**config.mk**
```make
export PLATFORM = sky130hd
export DESIGN_NAME = muldiv_unit
export DESIGN_NICKNAME = d
export VERILOG_FILES = /design/src/rtl/mips_pkg.sv /design/src/rtl/muldiv_step.sv /design/src/rtl/muldiv_unit.sv
export SDC_FILE = /design/constraint.sdc
export NUM_CORES = 1
export LEC_CHECK = 0
export BUFFER_PORTS_ARGS = -buffer_cell sky130_fd_sc_hd__buf_2
export CAP_MARGIN = 30
export CORE_ASPECT_RATIO = 0.75
export CORE_MARGIN = 3
export CORE_UTILIZATION = 43
export CTS_BUF_LIST = sky130_fd_sc_hd__clkbuf_4 sky130_fd_sc_hd__clkbuf_8 sky130_fd_sc_hd__clkbuf_16
export DETAILED_ROUTE_END_ITERATION = 10
export PLACE_DENSITY = 0.62
export SETUP_SLACK_MARGIN = 0.2
export SLEW_MARGIN = 20
export SYNTH_ARGS = -nofsm -noshare
export SYNTH_HDL_FRONTEND = slang
export SYNTH_HIERARCHICAL = 1
export SYNTH_SLANG_ARGS = --single-unit
```
**constraint.sdc**
```tcl
create_clock -name clk -period 6.59 [get_ports clk]
set_input_delay 0.3295 -clock clk [delete_from_list [all_inputs] [get_ports clk]]
set_output_delay 0.3295 -clock clk [all_outputs]
set_load 0.02 [all_outputs]
```
**src/rtl/mips_pkg.sv**
```systemverilog
// mips_pkg: shared definitions for the execute-stage multiply/divide unit.
//   - funct codes the unit decodes from its ctl bus
//   - FSM state type for muldiv_unit
//   - MULDIV_ITERS: number of single-bit iterations per mul/div
package mips_pkg;

    localparam logic [5:0] FN_MFHI  = 6'd16;
    localparam logic [5:0] FN_MTHI  = 6'd17;
    localparam logic [5:0] FN_MFLO  = 6'd18;
    localparam logic [5:0] FN_MTLO  = 6'd19;
    localparam logic [5:0] FN_MULT  = 6'd24;
    localparam logic [5:0] FN_MULTU = 6'd25;
    localparam logic [5:0] FN_DIV   = 6'd26;
    localparam logic [5:0] FN_DIVU  = 6'd27;

    localparam int unsigned MULDIV_ITERS = 32;

    typedef enum logic [1:0] {
        ST_IDLE,
        ST_RUN,
        ST_FIX,
        ST_DONE
    } muldiv_state_t;

endpackage

```
**src/rtl/muldiv_step.sv**
```systemverilog
// muldiv_step: combinational single-iteration kernel for muldiv_unit.
//   i_is_div  1         1 = restoring-divide step, 0 = shift-add multiply step
//   i_acc     2*WIDTH   current accumulator
//                         multiply: {partial product, remaining multiplier bits}
//                         divide:   {partial remainder, remaining dividend / quotient bits}
//   i_opnd    WIDTH     multiplicand (multiply) or divisor (divide)
//   o_acc     2*WIDTH   accumulator after one iteration
module muldiv_step #(
    parameter int unsigned WIDTH = 32
) (
    input  logic                 i_is_div,
    input  logic [2*WIDTH-1:0]   i_acc,
    input  logic [WIDTH-1:0]     i_opnd,
    output logic [2*WIDTH-1:0]   o_acc
);

    logic [WIDTH:0] w_sum;
    logic [WIDTH:0] w_diff;

    // Multiply: add multiplicand into the upper half when the current
    // multiplier bit is set; the carry is kept and shifted back in.
    assign w_sum = {1'b0, i_acc[2*WIDTH-1:WIDTH]}
                 + {1'b0, (i_acc[0] ? i_opnd : {WIDTH{1'b0}})};

    // Divide: trial subtract against the remainder shifted left by one.
    // The top bit of the difference is set exactly when the trial underflows.
    assign w_diff = i_acc[2*WIDTH-1:WIDTH-1] - {1'b0, i_opnd};

    always_comb begin
        o_acc = i_acc;
        if (i_is_div) begin
            if (!w_diff[WIDTH]) begin
                o_acc = {w_diff[WIDTH-1:0], i_acc[WIDTH-2:0], 1'b1};
            end else begin
                o_acc = {i_acc[2*WIDTH-2:0], 1'b0};
            end
        end else begin
            o_acc = {w_sum, i_acc[WIDTH-1:1]};
        end
    end

endmodule

```
**src/rtl/muldiv_unit.sv**
```systemverilog
// muldiv_unit: iterative 32-bit multiply/divide unit with HI/LO registers.
// Optional feature macro: MULDIV_SIGNED_EN (adds MULT/DIV; otherwise those
// funct codes are ignored).
// Ports:
//   clk       in   system clock, rising edge
//   rst_n     in   synchronous active-low reset
//   start     in   issue strobe, sampled with ctl/a/b while idle
//   ctl       in   6-bit funct code (MFHI/MTHI/MFLO/MTLO/MULT/MULTU/DIV/DIVU)
//   a         in   rs operand (multiplicand / dividend / MTHI-MTLO source)
//   b         in   rt operand (multiplier / divisor)
//   busy      out  arithmetic operation in flight
//   done      out  one-cycle pulse in the cycle HI/LO take a new result
//   div_zero  out  sticky divide-by-zero flag, cleared by next accepted mul/div
//   hi, lo    out  architectural HI/LO
//   result    out  combinational MFHI/MFLO read data, 0 for other codes
module muldiv_unit
    import mips_pkg::*;
#(
    parameter int unsigned WIDTH = 32
) (
    input  logic             clk,
    input  logic             rst_n,
    input  logic             start,
    input  logic [5:0]       ctl,
    input  logic [WIDTH-1:0] a,
    input  logic [WIDTH-1:0] b,
    output logic             busy,
    output logic             done,
    output logic             div_zero,
    output logic [WIDTH-1:0] hi,
    output logic [WIDTH-1:0] lo,
    output logic [WIDTH-1:0] result
);

    localparam int unsigned CW = $clog2(MULDIV_ITERS);
    localparam logic [CW-1:0] CNT_INIT = CW'(MULDIV_ITERS - 1);

    muldiv_state_t      r_state;
    muldiv_state_t      w_next;
    logic [CW-1:0]      r_cnt;
    logic               r_is_div;
    logic               r_neg_res;   // product / quotient negated in FIX
    logic               r_neg_rem;   // remainder negated in FIX
    logic [WIDTH-1:0]   r_opnd;
    logic [2*WIDTH-1:0] r_acc;
    logic [WIDTH-1:0]   r_hi;
    logic [WIDTH-1:0]   r_lo;
    logic               r_div_zero;

    logic               w_md_ctl;
    logic               w_signed_ctl;
    logic               w_is_div_ctl;
    logic               w_accept;
    logic               w_dz;
    logic [WIDTH-1:0]   w_mag_a;
    logic [WIDTH-1:0]   w_mag_b;
    logic [2*WIDTH-1:0] w_step;
    logic [WIDTH-1:0]   w_fix_hi;
    logic [WIDTH-1:0]   w_fix_lo;

`ifdef MULDIV_SIGNED_EN
    assign w_signed_ctl = (ctl == FN_MULT) || (ctl == FN_DIV);
    assign w_md_ctl     = w_signed_ctl || (ctl == FN_MULTU) || (ctl == FN_DIVU);
`else
    assign w_signed_ctl = 1'b0;
    assign w_md_ctl     = (ctl == FN_MULTU) || (ctl == FN_DIVU);
`endif

    assign w_is_div_ctl = (ctl == FN_DIV) || (ctl == FN_DIVU);
    assign w_accept     = (r_state == ST_IDLE) && start && w_md_ctl;
    assign w_dz         = w_is_div_ctl && (b == '0);

    // RUN always works on magnitudes; signs are reapplied in FIX.
    assign w_mag_a = (w_signed_ctl && a[WIDTH-1]) ? -a : a;
    assign w_mag_b = (w_signed_ctl && b[WIDTH-1]) ? -b : b;

    muldiv_step #(.WIDTH(WIDTH)) u_step (
        .i_is_div (r_is_div),
        .i_acc    (r_acc),
        .i_opnd   (r_opnd),
        .o_acc    (w_step)
    );

    assign w_fix_hi = r_neg_rem ? -r_acc[2*WIDTH-1:WIDTH] : r_acc[2*WIDTH-1:WIDTH];
    assign w_fix_lo = r_neg_res ? -r_acc[WIDTH-1:0]       : r_acc[WIDTH-1:0];

    // State register
    always_ff @(posedge clk) begin
        if (!rst_n) begin
            r_state <= ST_IDLE;
        end else begin
            r_state <= w_next;
        end
    end

    // Next state and status outputs
    always_comb begin
        w_next = r_state;
        busy   = 1'b0;
        done   = 1'b0;
        case (r_state)
            ST_IDLE: begin
                if (w_accept) begin
                    w_next = w_dz ? ST_DONE : ST_RUN;
                end
            end
            ST_RUN: begin
                busy = 1'b1;
                if (r_cnt == '0) begin
                    w_next = ST_FIX;
                end
            end
            ST_FIX: begin
                busy   = 1'b1;
                w_next = ST_DONE;
            end
            ST_DONE: begin
                busy   = 1'b1;
                done   = 1'b1;
                w_next = ST_IDLE;
            end
            default: w_next = ST_IDLE;
        endcase
    end

    // Datapath, counter and HI/LO
    always_ff @(posedge clk) begin
        if (!rst_n) begin
            r_cnt      <= '0;
            r_is_div   <= 1'b0;
            r_neg_res  <= 1'b0;
            r_neg_rem  <= 1'b0;
            r_opnd     <= '0;
            r_acc      <= '0;
            r_hi       <= '0;
            r_lo       <= '0;
            r_div_zero <= 1'b0;
        end else begin
            case (r_state)
                ST_IDLE: begin
                    if (start && (ctl == FN_MTHI)) begin
                        r_hi <= a;
                    end
                    if (start && (ctl == FN_MTLO)) begin
                        r_lo <= a;
                    end
                    if (w_accept) begin
                        r_cnt      <= CNT_INIT;
                        r_is_div   <= w_is_div_ctl;
                        r_neg_res  <= w_signed_ctl && (a[WIDTH-1] ^ b[WIDTH-1]);
                        r_neg_rem  <= w_signed_ctl && w_is_div_ctl && a[WIDTH-1];
                        r_div_zero <= w_dz;
                        if (w_dz) begin
                            // Skips RUN/FIX: accumulator already holds the HI/LO image.
                            r_acc <= {a, {WIDTH{1'b1}}};
                        end else if (w_is_div_ctl) begin
                            r_acc  <= {{WIDTH{1'b0}}, w_mag_a};
                            r_opnd <= w_mag_b;
                        end else begin
                            r_acc  <= {{WIDTH{1'b0}}, w_mag_b};
                            r_opnd <= w_mag_a;
                        end
                    end
                end
                ST_RUN: begin
                    r_acc <= w_step;
                    r_cnt <= r_cnt - 1'b1;
                end
                ST_FIX: begin
                    if (r_is_div) begin
                        r_acc <= {w_fix_hi, w_fix_lo};
                    end else if (r_neg_res) begin
                        r_acc <= -r_acc;
                    end
                end
                ST_DONE: begin
                    r_hi <= r_acc[2*WIDTH-1:WIDTH];
                    r_lo <= r_acc[WIDTH-1:0];
                end
                default: ;
            endcase
        end
    end

    assign hi       = r_hi;
    assign lo       = r_lo;
    assign div_zero = r_div_zero;

    always_comb begin
        result = '0;
        if (ctl == FN_MFHI) begin
            result = r_hi;
        end else if (ctl == FN_MFLO) begin
            result = r_lo;
        end
    end

endmodule
```
======== Yosys cells after proc, flatten, opt, wreduce, memory -nomap -nowiden ========
Cells that the tools add are included.
word-level totals
  register bits ........................... 169
  bits of input ports ..................... 73
  output and inout bits ................... 99
  word-level logic and storage cells ...... 74
operators by class
  add/sub/neg operators ................... 3
  equal/unequal tests ..................... 16
  muxes and demuxes ....................... 22
  bitwise operators ....................... 2
  reduce and logical (&&, ||, !) cells .... 22
operators with widths
  cell                                                                   number
  64-bit 2-to-1 mux                                                      4
  32-bit 2-to-1 mux                                                      7
  32-bit case mux with 2 select lines                                    2
  64-bit case mux with 2 select lines                                    1
  6-bit by 5-bit equality test with 1-bit output, second input constant  7
  32-bit by 32-bit adder with 33-bit output                              1
  33-bit by 32-bit subtractor with 33-bit output                         1
  32-bit zero test                                                       1
  5-bit case mux with 2 select lines                                     1
  2-bit AND reduction                                                    5
  2-bit != test, second input constant                                   4
  2-bit case mux with 4 select lines                                     1
  2-bit 2-to-1 mux                                                       3
  3-bit AND reduction                                                    2
  1-bit logical AND                                                      5
  5-bit zero test                                                        1
  5-bit 2-to-1 mux                                                       1
  5-bit by 1-bit subtractor with 5-bit output, second input constant     1
  2-bit equality test, second input constant                             2
  2-bit by 1-bit != test with 1-bit output, second input constant        2
  4-bit AND reduction                                                    1
  2-bit nonzero test                                                     2
  3-bit nonzero test                                                     1
  3-bit OR reduction                                                     1
  other kinds (5)                                                        8

======== Depth between registers and ports, before layout ========
Gate-level depths: netlist (run 1).
  word-level depth ........................ 6
  mapped depth ............................ 17
  mapped depth without buffers ............ 15

======== Hierarchy ========
Netlist (run 1), hierarchy kept.
modules (own cells, without submodules)
  module       instances  cells each  area each (um^2)  seq. area each (um^2)
  muldiv_unit  1          978         8709.6            3383.2
  muldiv_step  1          635         4508.1            0.0

======== Least setup slack after synthesis (run 1) ========
Ideal clock, no wire load.
  path type ............................... register -> register
  start point ............................. register r_acc[31]
  end point ............................... register r_acc[47]
  setup time .............................. 125 ps
  arrival time ............................ 3185 ps
  data required time ...................... 6465 ps
  setup slack ............................. 3280 ps
  stages on the path, launching flop included .. 18
  path buffers ............................ 2
  period minus slack after synthesis ...... 3310 ps
  path through ............................ dfxtp_1 -> inv_1 -> ha_1 -> fa_1 -> nand2b_1 -> a21oi_1 -> o21ai_2 -> a211oi_2 -> nor4b_2 -> or3_1 -> buf_6 -> nand2_4 -> buf_6 -> o22ai_1 -> or3_1 -> and2_1 -> mux2i_1 -> o2bb2ai_1
on the way
  cells in the longest elaborated chain, start to end .. 4
ends and longest elaborated chain
  item                                            line                RTL
  start, declared                                 muldiv_unit.sv:45   logic [2*WIDTH-1:0] r_acc;
  start signal, assigned                          muldiv_unit.sv:155  r_acc <= {a, {WIDTH{1'b1}}};
  start signal, assigned                          muldiv_unit.sv:157  r_acc <= {{WIDTH{1'b0}}, w_mag_a};
  start signal, assigned                          muldiv_unit.sv:160  r_acc <= {{WIDTH{1'b0}}, w_mag_b};
  33-bit by 32-bit subtractor with 33-bit output  muldiv_step.sv:27   assign w_diff = i_acc[2*WIDTH-1:WIDTH-1] - {1'b0, i_opnd};
  64-bit 2-to-1 mux                               muldiv_step.sv:32   if (!w_diff[WIDTH]) begin
  64-bit 2-to-1 mux                               muldiv_step.sv:31   if (i_is_div) begin
  net w_step[47]                                  muldiv_unit.sv:57   logic [2*WIDTH-1:0] w_step;
  64-bit case mux with 2 select lines             muldiv_unit.sv:139  case (r_state)
The timed path passes the listed nets, and every way through them passes these cells.
A chain may end at the register's enable or synchronous reset.

======== Worst setup path after layout (run 1) ========
Ends and elaborated chain as after synthesis.

==> results of run 1 <==
power groups by stage:
stage / combinational (uW) / sequential (uW) / clock (uW)
finish: 1740 / 1350 / 1000
global route: 1880 / 1370 / 1060
CTS: 1720 / 1340 / 1030
detailed placement: 1720 / 1370 / 0
global placement: 1700 / 1360 / 0
floorplan: 1290 / 1330 / 0
metrics by stage:
step	setup WS, ps	utilization [%]	power [uW]	cells	hold WS, ps
6_report	2490	49.9	4090	2110	142
5_1_grt	2240	49.9	4310	2110	129
4_1_cts	2550	49.9	4090	2110	120
3_5_place_dp	2570	48.0	3080	2078	460
3_3_place_gp	2740	47.9	3060	2077	450
2_1_floorplan	3280	-	2630	1613	431
cell usage after synthesis, drive strengths merged, types with 18 or more instances:
master and number:
o21ai 38, a21o 23, nand3 18, nor2 138
a211oi 109, nor2b 37, a21oi 166, xor2 20
mux2 32, mux2i 159, xnor2 30, and2 69
o2bb2ai 32, a311oi 35, buf 41, nand2b 42
clkbuf 74, dfxtp 169, inv 59, nand2 114
ha 70
critical path, stage by stage (launching register included):
cell and delay, ps:
dfxtp_1 370, inv_1 90, ha_1 230, fa_1 410, nand2b_1 190, a21oi_1 260
o21ai_2 170, a211oi_2 270, nor4b_2 100, o21ai_2 350, nand2_4 410, and4_1 370
or3_1 340, and2_1 160, mux2i_1 130, o2bb2ai_1 90
placed cells by master (no fill, tap or decap), types with 8 or more instances in the layout:
| cell type | instances |
|---|---|
| a21o_1 | 23 |
| a21oi_1 | 165 |
| nand2b_1 | 42 |
| a211oi_2 | 33 |
| buf_4 | 16 |
| xnor2_1 | 30 |
| nor2b_1 | 37 |
| a311oi_1 | 35 |
| dfxtp_1 | 168 |
| xor2_1 | 20 |
| a211o_1 | 8 |
| buf_2 | 171 |
| mux2_2 | 32 |
| and2_1 | 68 |
| a31oi_1 | 14 |
| nor4_1 | 9 |
| mux2i_1 | 159 |
| inv_1 | 59 |
| o2bb2ai_1 | 32 |
| nand3_1 | 18 |
| ha_1 | 68 |
| nand2_1 | 111 |
| o21ai_0 | 33 |
| a211oi_1 | 76 |
| o21a_1 | 10 |
| or3_1 | 9 |
| nor2_1 | 138 |
| nor3_1 | 10 |
| o21bai_1 | 9 |
| clkbuf_16 | 17 |
flip-flops by register name, summed over array words and instances, names as in the netlist:
register,flops
div_zero,1
hi,32
lo,32
r_acc,64
r_cnt,5
r_is_div,1
r_opnd,32
r_state,2
worst paths after layout:
check	from	end	cells after the start
min	a[9]	r_acc[41]$_SDFFE_PN0P_	2
max	r_acc[31]$_SDFFE_PN0P_	r_acc[47]$_SDFFE_PN0P_	15
min reg2reg	r_cnt[4]$_SDFFE_PN0P_	r_cnt[4]$_SDFFE_PN0P_	1
max reg2reg	r_acc[31]$_SDFFE_PN0P_	r_acc[47]$_SDFFE_PN0P_	15
logic make-up after synthesis:
logic type | Yosys count
buffers and inverters | 176
AO/OA/AOI/OAI | 479
XOR/XNOR | 50
AND/OR/NAND/NOR | 476
flip-flops | 169
multiplexers | 191
adder cells (fa/ha/maj) | 72
metal layers:
layer  track usage [%]  wire length, um  vias up
met5                 0               10        -
met4              4.72              413        2
met3              4.93             3330       28
li1                  -                -     6055
met1              38.1            21100     6030
met2              37.4            18100      454
layout make-up:
cell class | count | area (um^2) | area share (%)
clock buffers | 17 | 425 | 2.87
clock inverters | 15 | 149 | 1.01
inverters | 61 | 234 | 1.58
multi-input cells | 1268 | 9130 | 61.7
flip-flops and latches | 169 | 3380 | 22.9
well taps | 392 | 490 | 3.31
repair buffers | 188 | 996 | 6.73
==> qor.txt, run 1 <==
first-pass GRT wire length = 66.8 mm
post-route setup TNS = 0 ps
register area share after synthesis = 25.6%
outcome = finished, final reports clean
CTS Sinks = 169
Sw Share = 41.6%
number of remaining DRC errors = 0
YS warnings = 6
GRT Overall Usage = 25.2%
Worst IR Drop VDD = 0.206 mV
core area = 29700 um^2
Leakage Power = 0.00655 uW
Startpoint Class = flip-flop
RD Place Congestion = 0.915
P&R area growth vs syn = 12.0%
CTS tree = yes
initial DRC count = 1205
Mapped Cells = 1613
Ports = 172
P per Cell Area = 277 nW/um^2
HP Class = input port to flip-flop
Setup violations, final = 0
final WL = 42.9 mm
reg-to-reg slack, setup = 2490 ps
CTS Hold Buffers Added = 0
Clock Skews = 14.7 ps
Die Y = 158 um
cell taking the most area after synthesis = dfxtp_1
Port Buffers = 171
H-Tree Depth = 4
Synth area leaders = dfxtp_1, mux2i_1, ha_1
P_sw = 1700 uW
Placed Area = 14200 um^2
Antenna Violating Nets Remaining = 0
post-DP HPWL = 31.1 mm
asr flop ratio synth = 0%
compound-gate portion of the synthesized area = 25.6%
share of layout cells above drive strength 1 = 18.2%
multiplexer area fraction after synthesis = 14.8%
P_int = 2390 uW
Clock Root Buffer = clkbuf_16
CP arrival = 4400 ps
syn avg cell area = 8.19 um^2
EDFF count, synth = 0
final instance area = 14800 um^2
CP endpoint kind = flip-flop
Congestion Overflow GR = 0
CP Max Fanout = 35
Req. time, crit path = 6890 ps
drt pass-1 iters = 6
Sequential Power Share = 33.0%
RSZ-0062 raised after global routing = false
worst slew pin tran = 999 ps
# diodes = 0
count of cell types in the netlist = 74
TritonCTS Buffers = 17
# rows = 54
Synth Area in XOR/XNOR = 3.31%
post-synthesis simple-gate area fraction = 18.0%
die area = 32900 um^2
Nets = 1850
Longest Clk Path Bufs = 2
Worst Setup Path Type = flip-flop to flip-flop
Final Cycle Share = 62.2%
final worst path period need = 4100 ps
Synth Flop Type = dfxtp_1
syn nets = 1758
count of final max-slew check failures = 0
post-CTS setup buffer count = 0
Worst-path clk slew = 70 ps
pin count of the biggest net entering global routing = 89
combinational share of power = 42.5%
Max Cap Viol = 0
Post-CTS Resized = 0
routed via count = 12600
layout filler cell count = 2835
Hold Violations, Final = 0
Max transition margin = 33.4%
Peak Freq = 244 MHz
vias in the first global route = 11400
drt via density = 5.96
largest family of logic cells by synthesized area = compound AO/OA/AOI/OAI gates
Yosys reg bits = 169
clock share of power = 24.5%
WL per Instance = 20.3 um
initial antenna violation count = 2
Post-Syn Area = 13200 um^2
Initial Util = 44.6%
Post-Synth Adder-Cell Area = 6.93%
die width = 208 um
Synth top area share = 25.6%
clk_lat worst skew = 440 ps
No activity file was read; power rests on OpenSTA's default activity.
==> run 2, diff against run 1 <==
--- a/config.mk
+++ b/config.mk
@@ -12,7 +12,7 @@
 export CORE_UTILIZATION = 43
 export CTS_BUF_LIST = sky130_fd_sc_hd__clkbuf_4 sky130_fd_sc_hd__clkbuf_8 sky130_fd_sc_hd__clkbuf_16
 export DETAILED_ROUTE_END_ITERATION = 10
-export PLACE_DENSITY = 0.62
+export PLACE_DENSITY = 0.65
 export SETUP_SLACK_MARGIN = 0.2
 export SLEW_MARGIN = 20
 export SYNTH_ARGS = -nofsm -noshare
==> constraint.sdc (replaced) <==
create_clock -name clk -period 3.5 [get_ports clk]
set_input_delay 0.175 -clock clk [delete_from_list [all_inputs] [get_ports clk]]
set_output_delay 0.175 -clock clk [all_outputs]
set_load 0.02 [all_outputs]
==> run 2 against run 1 <==
Total power increased by 100%. Sequential share of layout area decreased by 2.5 points. Final area increased by 13%. Combinational power increased by 110%. Core utilization increased by 6.6 points. Non-clock buffer count increased by 131. Die area unchanged. Setup slack got worse by 2400 ps. Maximum frequency increased by 21%. Sequential cell count unchanged. Clock skew decreased by 3.0 ps. Highest routed layer is now met4.
==> qor.txt, run 2 (synthesis gave the netlist of run 1 again) <==
outcome = finished, final reports clean (unchanged)
Hold Violations, Final = 0 (unchanged)
Req. time, crit path = 3800 ps (was 6890 ps)
Max transition margin = 28.7% (was 33.4%)
CP arrival = 3680 ps (was 4400 ps)
HP Class = input port to flip-flop (unchanged)
worst slew pin tran = 1060 ps (was 999 ps)
post-DP HPWL = 32.8 mm (was 31.1 mm)
pin count of the biggest net entering global routing = 98 (was 89)
Startpoint Class = flip-flop (unchanged)
die area = 32900 um^2 (unchanged)
grt peak-use layer = met2 (was met1)
Worst-path clk slew = 80 ps (was 70 ps)
final instance area = 16800 um^2 (was 14800 um^2)
Antenna Violating Nets Remaining = 0 (unchanged)
core area = 29700 um^2 (unchanged)
Ports = 172 (unchanged)
RSZ-0062 raised after global routing = true (was false)
Die Y = 158 um (unchanged)
H-Tree Depth = 4 (unchanged)
Largest Register = r_acc (unchanged)
CP endpoint kind = flip-flop (unchanged)
Longest Clk Path Bufs = 2 (unchanged)
GRT Overall Usage = 26.3% (was 25.2%)
Post-Layout Cell Count = 2243 (was 2110)
pre-CTS setup slack = -94.9 ps (was 2570 ps)
routed via count = 13300 (was 12600)
initial antenna violation count = 1 (was 2)
share of layout cells above drive strength 1 = 29.3% (was 18.2%)
count of final max-slew check failures = 0 (unchanged)
Final Cycle Share = 96.5% (was 62.2%)
Clock Root Buffer = clkbuf_16 (unchanged)
final worst path period need = 3380 ps (was 4100 ps)
CTS tree = yes (unchanged)
Peak Freq = 296 MHz (was 244 MHz)
drt pass-1 iters = 5 (was 6)
final critical-path setup slack = 122 ps (was 2490 ps)
Placed Area = 15000 um^2 (was 14200 um^2)
TritonCTS Buffers = 17 (unchanged)
WL per Instance = 20.4 um (was 20.3 um)
Nets = 1981 (was 1850)
Congestion Overflow GR = 0 (unchanged)
Leakage Power = 0.00732 uW (was 0.00655 uW)
Worst Setup Path Type = flip-flop to flip-flop (unchanged)
max reg flops = 64 (unchanged)
reg-to-reg slack, setup = 120 ps (was 2490 ps)
most frequent cells in the layout = buf_2, mux2i_1, a21oi_1 (was buf_2, dfxtp_1, a21oi_1)
die width = 208 um (unchanged)
P&R area growth vs syn = 26.9% (was 12.0%)
Worst IR Drop VDD = 0.793 mV (was 0.206 mV)
Clock Skews = 11.7 ps (was 14.7 ps)
Max Cap Viol = 0 (unchanged)
CTS Sinks = 169 (unchanged)
final WL = 45.7 mm (was 42.9 mm)
M2 GR Usage = 41.9% (was 37.4%)
layout filler cell count = 2734 (was 2835)
initial DRC count = 1112 (was 1205)
Initial Util = 44.6% (unchanged)
# rows = 54 (unchanged)
clk_lat worst skew = 450 ps (was 440 ps)
Setup violations, final = 0 (unchanged)
first-pass GRT wire length = 69.6 mm (was 66.8 mm)
CP Max Fanout = 6 (was 35)
GR Util met1 = 36.0% (was 38.1%)
number of remaining DRC errors = 0 (unchanged)
leading cell type in the layout, fill and taps excluded = buf_2 (unchanged)
drt via density = 5.94 (was 5.96)
vias in the first global route = 12500 (was 11400)
P per Cell Area = 492 nW/um^2 (was 277 nW/um^2)
Port Buffers = 171 (unchanged)
RD Place Congestion = 0.942 (was 0.915)
GRT met3 Usage = 4.42% (was 4.93%)
Placed Cells = 2168 (was 2078)
post-route setup TNS = 0 ps (unchanged)
[run 2: worst max-delay path, stage by stage, from the launching register on]
cell and delay [ps]:
dfxtp_2 330, buf_6 120, ha_4 160, fa_2 340, nand2b_4 160, a21oi_4 170, o21ai_4 110, a211oi_4 300
nor4b_4 90, or3_4 400, nand2_4 100, buf_12 140, buf_8 130, mux2i_1 220, o21ai_1 100, and2_1 160
mux2i_1 120, o2bb2ai_1 70
[run 2: through the flow]
stage	util [%]	total power (uW)	hold WS (ps)
2_1_floorplan	-	4950	292
3_3_place_gp	50.3	5870	438
3_5_place_dp	50.4	5910	436
4_1_cts	54.1	8100	1.20
5_1_grt	56.5	8670	7.24
6_report	56.5	8260	17.7
[run 2: layer usage]
| layer | wire (um) | vias up |
|---|---|---|
| li1 | - | 6325 |
| met1 | 20700 | 6398 |
| met2 | 20700 | 497 |
| met3 | 2730 | 95 |
| met4 | 1580 | 0 |
| met5 | 0 | - |
[run 2: path summary, 6_finish.rpt]
check                    startpoint                endpoint  cells past startpoint
max          r_opnd[0]$_SDFFE_PN0P_  r_acc[34]$_SDFFE_PN0P_                     17
min                           a[26]  r_acc[58]$_SDFFE_PN0P_                      2
max reg2reg  r_opnd[0]$_SDFFE_PN0P_  r_acc[34]$_SDFFE_PN0P_                     17
min reg2reg   r_cnt[3]$_SDFFE_PN0P_   r_cnt[3]$_SDFFE_PN0P_                      1
[run 2: report_power, final]
part	switching (uW)	leakage (uW)	internal (uW)
registers	293	0.00138	2220
clock network	900	0.000293	1140
logic	2060	0.00565	1650
[run 2: cell type report]
| type | instances | area [um^2] | share of cell area (%) |
|---|---|---|---|
| Antenna cell | 2 | 5.00 | 0.0298 |
| Clock buffer | 17 | 425 | 2.54 |
| Clock inverter | 15 | 190 | 1.13 |
| Inverter | 61 | 234 | 1.40 |
| Multi-Input combinational cell | 1268 | 9860 | 58.8 |
| Sequential cell | 169 | 3420 | 20.4 |
| Tap cell | 392 | 490 | 2.92 |
| Timing Repair Buffer | 319 | 2150 | 12.8 |
[run 2: what timing repair did]
action / in CTS / in global routing
endpoints found under the hold margin: 13 / 0
setup endpoints to repair: 33 / 33
hold buffers: 13 / 0
cloned: 1 / 0
pin swaps: 33 / 48
setup buffers: 12 / 15
gates resized for setup: 48 / 115
==> run 3, diff against run 2 <==
--- a/config.mk
+++ b/config.mk
@@ -7,12 +7,14 @@
 export LEC_CHECK = 0
 export BUFFER_PORTS_ARGS = -buffer_cell sky130_fd_sc_hd__buf_2
 export CAP_MARGIN = 30
+export CELL_PAD_IN_SITES_DETAIL_PLACEMENT = 1
+export CELL_PAD_IN_SITES_GLOBAL_PLACEMENT = 2
 export CORE_ASPECT_RATIO = 0.75
 export CORE_MARGIN = 3
-export CORE_UTILIZATION = 43
+export CORE_UTILIZATION = 32
 export CTS_BUF_LIST = sky130_fd_sc_hd__clkbuf_4 sky130_fd_sc_hd__clkbuf_8 sky130_fd_sc_hd__clkbuf_16
 export DETAILED_ROUTE_END_ITERATION = 10
-export PLACE_DENSITY = 0.65
+export PLACE_DENSITY = 0.78
 export SETUP_SLACK_MARGIN = 0.2
 export SLEW_MARGIN = 20
 export SYNTH_ARGS = -nofsm -noshare
==> run 3 against run 2 <==
Wire length is 17% higher. Worst hold slack better by 13 ps. The run now ends with negative setup slack left. Non-clock buffer count is 19 higher. Combinational power is 4% higher. First-iteration DRC count is 25% lower. Maximum frequency is 3.6% lower. Global-route usage is 2.8 points lower. Clock skew is 1.6 ps lower. Setup slack worse by 130 ps. Critical endpoint is now r_acc[38]$_SDFFE_PN0P_.
==> qor.txt, run 3 (synthesis gave the netlist of run 1 again) <==
CTS Sinks = 169 (unchanged)
area of the multi-input gates = 9830 um^2 (was 9860 um^2)
routed via count = 13300 (about the same)
Antenna Violating Nets Remaining = 0 (unchanged)
Longest Clk Path Bufs = 2 (unchanged)
final critical-path setup slack = -3.91 ps (was 122 ps)
Hold Violations, Final = 0 (unchanged)
final core utilization = 42.7% (was 56.5%)
M2 GR Usage = 39.3% (was 41.9%)
core area = 40100 um^2 (was 29700 um^2)
Initial Util = 32.9% (was 44.6%)
H-Tree Depth = 4 (unchanged)
final WL = 53.3 mm (was 45.7 mm)
Req. time, crit path = 3840 ps (was 3800 ps)
Clock Root Buffer = clkbuf_16 (unchanged)
vias in the first global route = 13800 (was 12500)
max reg flops = 64 (unchanged)
Peak Freq = 285 MHz (was 296 MHz)
final worst path period need = 3500 ps (was 3380 ps)
worst-path cell chain = inv_1 > ha_1 > o21ai_0 > a21boi_2 > o211ai_1 > buf_4 > a211oi_4 > nor4b_4 > or3_4 > nand2_8 > buf_12 > mux2i_1 > a21oi_1 > and2_1 > mux2i_1 > o2bb2ai_1 (was buf_6 > ha_4 > fa_2 > nand2b_4 > a21oi_4 > o21ai_4 > a211oi_4 > nor4b_4 > or3_4 > nand2_4 > buf_12 > buf_8 > mux2i_1 > o21ai_1 > and2_1 > mux2i_1 > o2bb2ai_1)
Die Y = 182 um (was 158 um)
CP Max Fanout = 10 (was 6)
layout filler cell count = 4744 (was 2734)
Congestion Overflow GR = 0 (unchanged)
Reg area = 3410 um^2 (was 3420 um^2)
P&R area growth vs syn = 29.6% (was 26.9%)
Largest Register = r_acc (unchanged)
most used cell, CP = mux2i_1 (unchanged)
worst slew pin tran = 964 ps (was 1060 ps)
post-DP HPWL = 38.6 mm (was 32.8 mm)
TritonCTS Buffers = 17 (unchanged)
failing checks = negative setup slack
critical path's top delay family = compound AO/OA/AOI/OAI gates (was simple AND/OR/NAND/NOR gates)
# rows = 63 (was 54)
GRT met3 Usage = 4.24% (was 4.42%)
CP arrival = 3850 ps (was 3680 ps)
Placed Cells = 2306 (was 2168)
grt peak-use layer = met2 (unchanged)
die width = 241 um (was 208 um)
Clock Skews = 10.1 ps (was 11.7 ps)
HP Class = input port to flip-flop (unchanged)
most frequent cells in the layout = buf_2, mux2i_1, a21oi_1 (unchanged)
outcome = finished, violations left (was finished, final reports clean)
slowest stage delay, CP = 420 ps (was 400 ps)
number of remaining DRC errors = 0 (unchanged)
pin count of the biggest net entering global routing = 99 (was 98)
drt via density = 5.58 (was 5.94)
P per Cell Area = 495 nW/um^2 (was 492 nW/um^2)
Setup violations, final = 1 (was 0)
first-pass GRT wire length = 80.5 mm (was 69.6 mm)
count of final max-slew check failures = 0 (unchanged)
initial DRC count = 835 (was 1112)
total power after layout = 8480 uW (was 8260 uW)
drt pass-1 iters = 4 (was 5)
pre-CTS setup slack = -201 ps (was -94.9 ps)
Worst IR Drop VDD = 0.448 mV (was 0.793 mV)
leading cell type in the layout, fill and taps excluded = buf_2 (unchanged)
Worst Setup Path Type = flip-flop to flip-flop (unchanged)
GR Util met1 = 30.8% (was 36.0%)
Ports = 172 (unchanged)
CP endpoint kind = flip-flop (unchanged)
Port Buffers = 171 (unchanged)
Leakage Power = 0.00746 uW (was 0.00732 uW)
Nets = 2001 (was 1981)
initial antenna violation count = 1 (unchanged)
RD Place Congestion = 0.878 (was 0.942)
Startpoint Class = flip-flop (unchanged)
Worst Path Buf+Inv = 3 (unchanged)
die area = 43800 um^2 (was 32900 um^2)
Max Cap Viol = 0 (unchanged)
GRT Overall Usage = 23.5% (was 26.3%)
CTS tree = yes (unchanged)
Final Cycle Share = 100% (was 96.5%)
Max transition margin = 35.8% (was 28.7%)
Post-Layout Cell Count = 2390 (was 2243)
share of layout cells above drive strength 1 = 29.0% (was 29.3%)
clk_lat worst skew = 460 ps (was 450 ps)
RSZ-0062 raised after global routing = true (unchanged)
Worst-path clk slew = 70 ps (was 80 ps)
Critical-path top delay cell = dfxtp_1 (was or3_4)
WL per Instance = 22.3 um (was 20.4 um)
[run 3: cell types whose count changed in the layout (fill, tap and decap cells not counted), moves of 3 or more]
| cell | change |
|---|---|
| dlygate4sd3_1 | +12 |
| dfxtp_2 | -9 |
| ha_4 | -8 |
| dfxtp_1 | +7 |
| ha_2 | +5 |
| buf_12 | +4 |
| buf_4 | +3 |
| ha_1 | +3 |
| inv_1 | +3 |
| inv_2 | -3 |
| nor2_1 | -3 |
| nor2_2 | +3 |
[run 3: cell type report]
cell class / instances / share of cell area, %
antenna: 1 / 0.0146
tap: 520 / 3.80
clock inverter: 14 / 1.09
inverter: 61 / 1.37
sequential: 169 / 19.9
clock buffer: 18 / 2.56
multi-input combinational: 1269 / 57.4
timing repair buffer: 338 / 13.9
[run 3: power by group]
group / leakage, uW / internal, uW / switching [uW]
Combinational: 0.00578 / 1660 / 2200
Sequential: 0.00138 / 2220 / 318
Clock: 0.000305 / 1160 / 925
Total: 0.00746 / 5040 / 3440
[run 3: worst register-to-register path, cell delays in order (launching register included)]
cell,delay (ps)
dfxtp_1,420
inv_1,70
ha_1,320
o21ai_0,180
a21boi_2,240
o211ai_1,170
buf_4,180
a211oi_4,260
nor4b_4,110
or3_4,400
nand2_8,150
buf_12,170
mux2i_1,240
a21oi_1,90
and2_1,170
mux2i_1,120
o2bb2ai_1,80
[run 3: final timing paths]
path	startpoint	end	slack [ps]	cells past startpoint
setup / recovery	r_opnd[21]$_SDFFE_PN0P_	r_acc[38]$_SDFFE_PN0P_	-4	16
hold / removal	a[30]	r_acc[62]$_SDFFE_PN0P_	30	2
setup reg to reg	r_opnd[21]$_SDFFE_PN0P_	r_acc[38]$_SDFFE_PN0P_	-4	16
hold reg to reg	r_cnt[3]$_SDFFE_PN0P_	r_cnt[3]$_SDFFE_PN0P_	470	1
[run 3: stage by stage]
| step | cell area, um^2 | TNS [ps] | hold WS [ps] |
|---|---|---|---|
| final | 17100 | -3.91 | 31.0 |
| after global routing | 17100 | -1080 | 19.6 |
| after CTS | 16400 | 0 | 3.45 |
| after detailed placement | 15300 | -4040 | 434 |
| after global placement | 15200 | -2270 | 431 |
| after floorplan | 13200 | 0 | 292 |
[run 3: routing by layer]
metal,vias up,share of wire (%)
li1,6360,-
met1,6592,46
met2,313,47
met3,81,4.6
met4,0,2.5
met5,-,0
[run 3: what timing repair did]
action | in CTS | in global routing
gates resized for setup | 48 | 108
hold buffers | 25 | 0
endpoints found under the hold margin | 25 | 0
buffers inserted | 12 | 11
pin swaps | 41 | 40
cloned | 1 | 1
endpoints found under the setup margin | 33 | 33
